$ cat config.mk
export PLATFORM = sky130hd
export DESIGN_NAME = cmp_sort4_ctrl
export DESIGN_NICKNAME = d
export VERILOG_FILES = /design/src/rtl/cmp_sort4_ctrl.sv
export SDC_FILE = /design/constraint.sdc
export NUM_CORES = 1
export LEC_CHECK = 0
export BUFFER_PORTS_ARGS = -buffer_cell sky130_fd_sc_hd__buf_2
export CAP_MARGIN = 20
export CORE_MARGIN = 2
export CORE_UTILIZATION = 55
export CTS_BUF_LIST = sky130_fd_sc_hd__clkbuf_8 sky130_fd_sc_hd__clkbuf_16
export CTS_CLUSTER_DIAMETER = 30
export CTS_CLUSTER_SIZE = 14
export DETAILED_ROUTE_END_ITERATION = 8
export MAX_ROUTING_LAYER = met4
export PLACE_DENSITY = 0.7
export SETUP_SLACK_MARGIN = 0.2
export SLEW_MARGIN = 20
export SYNTH_ARGS = -nofsm -noshare
export SYNTH_HDL_FRONTEND = slang
export SYNTH_SLANG_ARGS = --single-unit
$ cat constraint.sdc
create_clock -name clk -period 6.2 [get_ports clk]
set_input_delay 0.62 -clock clk [delete_from_list [all_inputs] [get_ports clk]]
set_output_delay 0.62 -clock clk [all_outputs]
set_load 0.02 [all_outputs]
$ cat src/rtl/cmp_sort4_ctrl.sv
// Four-word bubble sorter: loads a batch, sorts it in place with one shared
// unsigned comparator (one compare-and-swap per cycle), then drains it smallest first.

module comparator (
    input  logic [15:0] a,
    input  logic [15:0] b,
    output logic        gt,
    output logic        lt,
    output logic        eq
);
    assign gt = (a > b);
    assign lt = (a < b);
    assign eq = (a == b);
endmodule

module cmp_sort4_ctrl #(
    parameter int WIDTH = 16,
    parameter int DEPTH = 4
) (
    input  logic             clk,
    input  logic             rst_n,
    input  logic             in_valid,
    output logic             in_ready,
    input  logic [WIDTH-1:0] in_data,
    output logic             out_valid,
    input  logic             out_ready,
    output logic [WIDTH-1:0] out_data,
    output logic             busy,
    output logic [3:0]       swap_count
);
    typedef enum logic [1:0] {LOAD, SORT, DRAIN} state_t;

    localparam logic [1:0] LAST      = 2'(DEPTH - 1);
    localparam logic [1:0] LAST_CMP  = 2'(DEPTH - 2);
    localparam logic [1:0] LAST_PASS = 2'(DEPTH - 2);

    state_t           state_q;
    logic [WIDTH-1:0] buf_q [DEPTH];
    logic [1:0]       wr_idx_q;
    logic [1:0]       rd_idx_q;
    logic [1:0]       i_q;
    logic [1:0]       pass_q;
    logic             pass_swap_q;
    logic [3:0]       swap_cnt_q;

    logic [1:0]       i_nxt;
    logic [WIDTH-1:0] cmp_a;
    logic [WIDTH-1:0] cmp_b;
    logic             cmp_gt;
    logic             cmp_lt;
    logic             cmp_eq;

    assign i_nxt = i_q + 2'd1;
    assign cmp_a = buf_q[i_q];
    assign cmp_b = buf_q[i_nxt];

    comparator u_cmp (
        .a  (cmp_a),
        .b  (cmp_b),
        .gt (cmp_gt),
        .lt (cmp_lt),
        .eq (cmp_eq)
    );

    always_ff @(posedge clk or negedge rst_n) begin
        if (!rst_n) begin
            state_q     <= LOAD;
            buf_q       <= '{default: '0};
            wr_idx_q    <= '0;
            rd_idx_q    <= '0;
            i_q         <= '0;
            pass_q      <= '0;
            pass_swap_q <= 1'b0;
            swap_cnt_q  <= '0;
        end else begin
            case (state_q)
                LOAD: begin
                    if (in_valid) begin
                        buf_q[wr_idx_q] <= in_data;
                        wr_idx_q        <= wr_idx_q + 2'd1;
                        if (wr_idx_q == LAST) begin
                            state_q     <= SORT;
                            swap_cnt_q  <= '0;
                            pass_q      <= '0;
                            i_q         <= '0;
                            pass_swap_q <= 1'b0;
                        end
                    end
                end
                SORT: begin
                    // Swap only on strictly greater so equal words keep their order.
                    if (cmp_gt) begin
                        buf_q[i_q]   <= cmp_b;
                        buf_q[i_nxt] <= cmp_a;
                        swap_cnt_q   <= swap_cnt_q + 4'd1;
                        pass_swap_q  <= 1'b1;
                    end
                    if (i_q == LAST_CMP) begin
                        if (!(pass_swap_q || cmp_gt) || pass_q == LAST_PASS) begin
                            state_q  <= DRAIN;
                            rd_idx_q <= '0;
                        end else begin
                            pass_q      <= pass_q + 2'd1;
                            i_q         <= '0;
                            pass_swap_q <= 1'b0;
                        end
                    end else begin
                        i_q <= i_nxt;
                    end
                end
                DRAIN: begin
                    if (out_ready) begin
                        rd_idx_q <= rd_idx_q + 2'd1;
                        if (rd_idx_q == LAST) begin
                            state_q  <= LOAD;
                            wr_idx_q <= '0;
                        end
                    end
                end
                default: state_q <= LOAD;
            endcase
        end
    end

    assign in_ready   = (state_q == LOAD);
    assign out_valid  = (state_q == DRAIN);
    assign busy       = (state_q != LOAD);
    assign out_data   = buf_q[rd_idx_q];
    assign swap_count = swap_cnt_q;

endmodule

# Yosys cells after proc, flatten, opt, wreduce, memory -nomap -nowiden
# Index checks and enable logic that the tools add are counted.
[op_classes]
add_sub_neg = 5
magnitude_cmp = 8
eq_ne = 15
mux = 52
bitwise = 4
n_reduce_logical = 19
[ops]
columns = ["cell", "n"]
rows = [
  ["64-bit bitwise mux", 3],
  ["16-bit two-way mux", 9],
  ["64-bit two-way mux", 2],
  ["64-bit one-hot mux with 2 select lines", 1],
  ["16-bit binary-select mux with 2-bit select", 3],
  ["16-bit demux with 2-bit select", 3],
  ["2-bit two-way mux", 16],
  ["16-bit greater-than comparator", 1],
  ["2-bit one-hot mux with 2 select lines", 4],
  ["4-bit AND reduction", 4],
  ["3-bit >= comparator, second input constant", 4],
  ["4-bit two-way mux", 3],
  ["2-bit NOT with 3-bit output", 4],
  ["2-bit == test, second input constant", 5],
  ["2-bit != test, second input constant", 5],
  ["3-bit by 1-bit less-than comparator with 1-bit output, second input constant", 3],
  ["2-bit by 1-bit adder with 2-bit output, second input constant", 4],
  ["4-bit one-hot mux with 2 select lines", 1],
  ["2-bit nonzero test", 4],
  ["2-bit by 1-bit != test with 1-bit output, second input constant", 3],
  ["2-bit one-hot mux with 3 select lines", 1],
  ["3-bit AND reduction", 2],
  ["6-bit AND reduction", 1],
  ["1-bit two-way mux", 5],
  ["9 further kinds", 12],
]
[word_totals]
register_bits = 79
inputBits = 20
out_inout_bits = 23
word_cells = 114

# Depth between registers and ports, before layout
[logic_depth]
ltp_word = 12
depth_mapped = 17
mapped_depth_nobuf = 11

# By module
# A second synthesis with hierarchy kept.
[unflattened]
cells_unflattened = 813
hier_area_um2 = 6972.9
[modules_own_cells]
columns = ["mod", "n_inst", "cells_each", "area_each_um2", "seq_area_each_um2"]
rows = [
  ["cmp_sort4_ctrl", 1, 754, 6536.3, 1976.9],
  ["comparator", 1, 59, 436.7, 0.0],
]

# Worst setup path after synthesis
# No wires, ideal clock.
[synth_path]
kind = "register -> register"
start = "register i_q[0]"
end = "register buf_q[10] in the netlist's numbering"
setup_ns = 0.125
t_arrival_ns = 4.547
required_time_ns = 6.075
path_slack_ns = 1.528
path_stages_with_launch = 18
path_buffers = 6
synth_period_minus_slack_ns = 4.672
path_cell_list = "dfrtp_1 > buf_2 > buf_2 > buf_1 > inv_1 > ha_1 > buf_2 > buf_2 > mux4_2 > inv_1 > ha_1 > a21oi_1 > o21ai_0 > a221oi_2 > a31oi_4 > a22oi_4 > buf_6 > mux2_4"
[synth_between]
elab_chain_cells = 9
word_cells_on_any_way = 26
classes_between = "1 x add/sub; 5 x order compare; 1 x eq/ne; 14 x mux; 2 x bitwise; 3 x reduce/logical"
[synth_lines]
columns = ["item", "line", "source"]
rows = [
  ["start, declared", "41", "logic [1:0] i_q;"],
  ["start signal, assigned", "108", "i_q <= i_nxt;"],
  ["branches (longest 9 deep; another with 16-bit greater-than comparator)", "-", ""],
  ["end signal, assigned by index", "79", "buf_q[wr_idx_q] <= in_data;"],
  ["end signal, assigned by index", "93", "buf_q[i_q] <= cmp_b;"],
  ["end signal, assigned by index", "94", "buf_q[i_nxt] <= cmp_a;"],
  ["end, declared", "38", "logic [WIDTH-1:0] buf_q [DEPTH];"],
]
# Parallel ways; which one is timed is not known. The select of a mux whose other input is x is not followed.
# A chain may end at the register's enable or synchronous reset.

# Final worst setup path
[layout_path]
start = "register i_q[1]"
end = "register buf_q[48] in the netlist's numbering"
# The elaborated chain is that of the path after synthesis.

==> results by group <==
Run status
  • Status: completed

Timing
  • Final hold viol count: 0
  • Max-slew violation count: 0
  • Final Cycle Share: 81.8%
  • Relative slew slack: 28.6%
  • RSZ-0062 raised after global routing: false
  • Worst setup margin: 1.13 ns
  • Highest Clock Rate: 197 MHz
  • Final Critical Period: 5.07 ns
  • Worst slew pin tran: 1.07 ns
  • Setup tns final: 0 ns
  • Finish-stage setup viols: 0
  • Post-Route Skew: 0.00530 ns

Synthesis
  • Syn_area_per_cell: 10.8 µm²
  • Cells after Synth: 598
  • Synth cell types: 40
  • Post-Syn Nets: 647
  • Yosys warning total: 0
  • Post-synthesis sequential area ratio: 30.7%
  • Synth Cell Area: 6440 µm²
  • Ys flop type: dfrtp_1
  • Seq cells post-synth: 79
  • Post-synth EDFFs: 0
  • Ys async rst share: 100%

Clocking
  • Root Buffer: clkbuf_16
  • Hold-fix buffers, CTS: 0
  • Htree depth: 3
  • Skew-Pair Late Insertion Delay: 0.35 ns
  • Post-CTS setup repair buffer count: 0
  • CTS clk-pin slew, worst paths: 0.06 ns
  • Number of buffers created by CTS: 9
  • Clock tree buffer depth: 2
  • CTS tree: yes
  • Cts repair resizes: 0
  • Clk sinks: 79

Layout
  • Antenna diodes: 0
  • Fraction of layout cells with a size suffix above 1: 31.2%
  • Fillcell total: 968
  • Area delta synth->final: 8.12%
  • Nets: 650

Placed design
  • PortBufs: 42
  • Routability Congestion: 0.834
  • Hpwl dp: 10.5 mm
  • Pre-CTS WS: 1.20 ns

Die
  • Die height: 112 µm
  • Die area: 12600 µm²
  • Die width: 112 µm
  • Total core area: 11400 µm²
  • Total I/O pin count: 43
  • Initial core utilization: 56.4%
  • FP Rows: 39

Critical path
  • WP data required: 6.44 ns
  • Worst setup path class: flop to flop
  • Cell Chain, Critical Path: buf_4, inv_1, ha_1, buf_4, mux4_2, inv_1, ha_1, and4_1, a221oi_2, a31oi_4, a22oi_4, mux2_2
  • R2R depth: 12
  • Worst path depth: 12
  • Crit path max-delay family: compound AO/OA/AOI/OAI gates
  • Crit path arrival time: 5.31 ns
  • Critical path buffers and inverters: 4
  • Critical Path Slowest Stage Cell: a22oi_4
  • Slowest stage delay, CP: 0.84 ns
  • RR Endpoint: buf_q[48]
  • Launch point of the worst path: i_q[1]
  • Worst r2r src: i_q[1]
  • Critical Path Sink: buf_q[48]
  • Crit Path Max Fanout: 21
  • R2R setup slack: 1.13 ns
  • Startpoint types: flop
  • Worst setup EP type: flop

Detailed routing
  • Via count: 5289
  • Met3 wire length: 1.45 mm
  • Routed wl met2: 8.46 mm
  • DRC Markers: 0
  • Highest routed layer: met4
  • WL final: 17.6 mm
  • Met1 Routed Length: 7.20 mm
  • Wirelength per Cell: 23.5 µm
  • Initial DRC Count: 462
  • Initial DRT Pass Iterations: 6
  • Post-route ant nets: 0
  • Via-per-instance ratio: 7.06

GRT
  • Tot GR Track Use: 29.8%
  • Largest net degree at the start of global routing: 80
  • Vias in the first global route: 5163
  • GRT overflow: 0
  • First-pass GRT wire length: 28.3 mm
  • Initial antenna violation count: 0

Job
  • MaxCap Viol Count: 0

Worst hold path
  • Hold WC Path Type: input pin to async pin
## per-layer routing
| layer | up-vias | global-route usage [%] |
|---|---|---|
| li1 | 2320 | - |
| met1 | 2627 | 39.0 |
| met2 | 292 | 45.1 |
| met3 | 50 | 6.91 |
| met4 | 0 | 12.4 |
| met5 | - | - |
## flip-flops by register name (all words and copies together) (netlist names)
| signal | cells |
|---|---|
| buf_q | 64 |
| i_q | 2 |
| pass_q | 2 |
| pass_swap_q | 1 |
| rd_idx_q | 2 |
| state_q | 2 |
| swap_count | 4 |
| wr_idx_q | 2 |
## cells in the mapped netlist (3+ instances only)
library cell | instances | share of area [%]
o21ai_0 | 11 | 0.86
nand4_1 | 5 | 0.49
buf_1 | 7 | 0.41
nor2b_1 | 8 | 0.78
nand3_1 | 3 | 0.23
buf_6 | 4 | 0.70
mux2i_1 | 3 | 0.47
a221oi_1 | 64 | 8.7
clkbuf_1 | 41 | 2.4
nor2_1 | 78 | 4.5
o211ai_1 | 5 | 0.58
nand2_1 | 12 | 0.70
a22oi_4 | 4 | 1.3
mux4_2 | 48 | 17
ha_1 | 29 | 5.6
a21oi_1 | 76 | 5.9
mux2_2 | 25 | 4.4
inv_1 | 24 | 1.4
mux2_4 | 40 | 9.3
buf_2 | 8 | 0.62
dfrtp_1 | 79 | 31
## logic make-up (layout without fill, tap and decap cells)
kind of cell | Yosys count | count (layout) | share of synthesized area (%)
xor gates and xnor gates | 1 | 1 | 0.136
muxes | 116 | 116 | 31.0
AOI/OAI and AO/OA | 171 | 171 | 19.1
and+or+nand+nor | 118 | 118 | 7.97
DFF | 79 | 79 | 30.7
adders and majority gates | 29 | 29 | 5.64
buffers and inverters | 84 | 92 | 5.52
## cells in the final DEF (no fill, tap or decap), drive strengths merged, types with 2 or more instances in the layout
| master | n |
|---|---|
| nand3 | 3 |
| a21oi | 76 |
| mux2 | 65 |
| inv | 27 |
| clkbuf | 9 |
| nand4 | 5 |
| dfrtp | 79 |
| and3 | 2 |
| nor2b | 8 |
| or2 | 2 |
| mux4 | 48 |
| clkinv | 2 |
| mux2i | 3 |
| nor3 | 2 |
| o21ai | 11 |
| o211ai | 5 |
| buf | 52 |
| nor2 | 78 |
| nand2 | 12 |
| ha | 29 |
| a31oi | 3 |
| a221oi | 65 |
| bufinv | 2 |
| a22oi | 4 |
| a22o | 2 |
## worst reg2reg max path, delay by kind of cell (launching register included)
kind,cells,cell delay [ns]
flip-flops,1,0.32
AO/OA/AOI/OAI,3,1.50
multiplexers,2,1.00
adder cells (fa/ha/maj),2,1.00
AND/OR/NAND/NOR,1,0.23
buffers and inverters,4,0.90
## layout make-up
cell class | instances | area (µm²) | share of cell area [%]
Clock buffer | 9 | 225 | 3.24
Clock inverter | 7 | 81.3 | 1.17
Inverter | 24 | 90.1 | 1.29
Multi-Input combinational cell | 435 | 4120 | 59.1
Sequential cell | 79 | 1980 | 28.4
Tap cell | 143 | 179 | 2.57
Timing Repair Buffer | 52 | 292 | 4.19
## metrics by stage
step | hold WS, ns | instances | area (µm²) | util (%)
6_report | 0.290 | 749 | 6960 | 61.0
2_1_floorplan | 0.324 | 598 | 6440 | -
4_1_cts | 0.477 | 749 | 6960 | 60.9
3_3_place_gp | 0.451 | 733 | 6650 | 58.2
5_1_grt | 0.383 | 749 | 6960 | 61.0
3_5_place_dp | 0.463 | 733 | 6650 | 58.2
## worst min-delay path by stage
| stage | slack, ns | depth (start not counted) | startpoint | end |
|---|---|---|---|---|
| floorplan | 0.32 | 0 | rst_n | buf_q[0] |
| global placement | 0.45 | 1 | swap_count[3] | swap_count[3] |
| detailed placement | 0.46 | 1 | swap_count[3] | swap_count[3] |
| CTS | 0.48 | 1 | swap_count[3] | swap_count[3] |
| global route | 0.38 | 1 | rst_n | swap_count[2] |
| finish | 0.29 | 1 | rst_n | swap_count[3] |
Power is left out: the tool's default activity adds up to more than one toggle a clock period on the data nets, which glitch-free logic cannot reach.
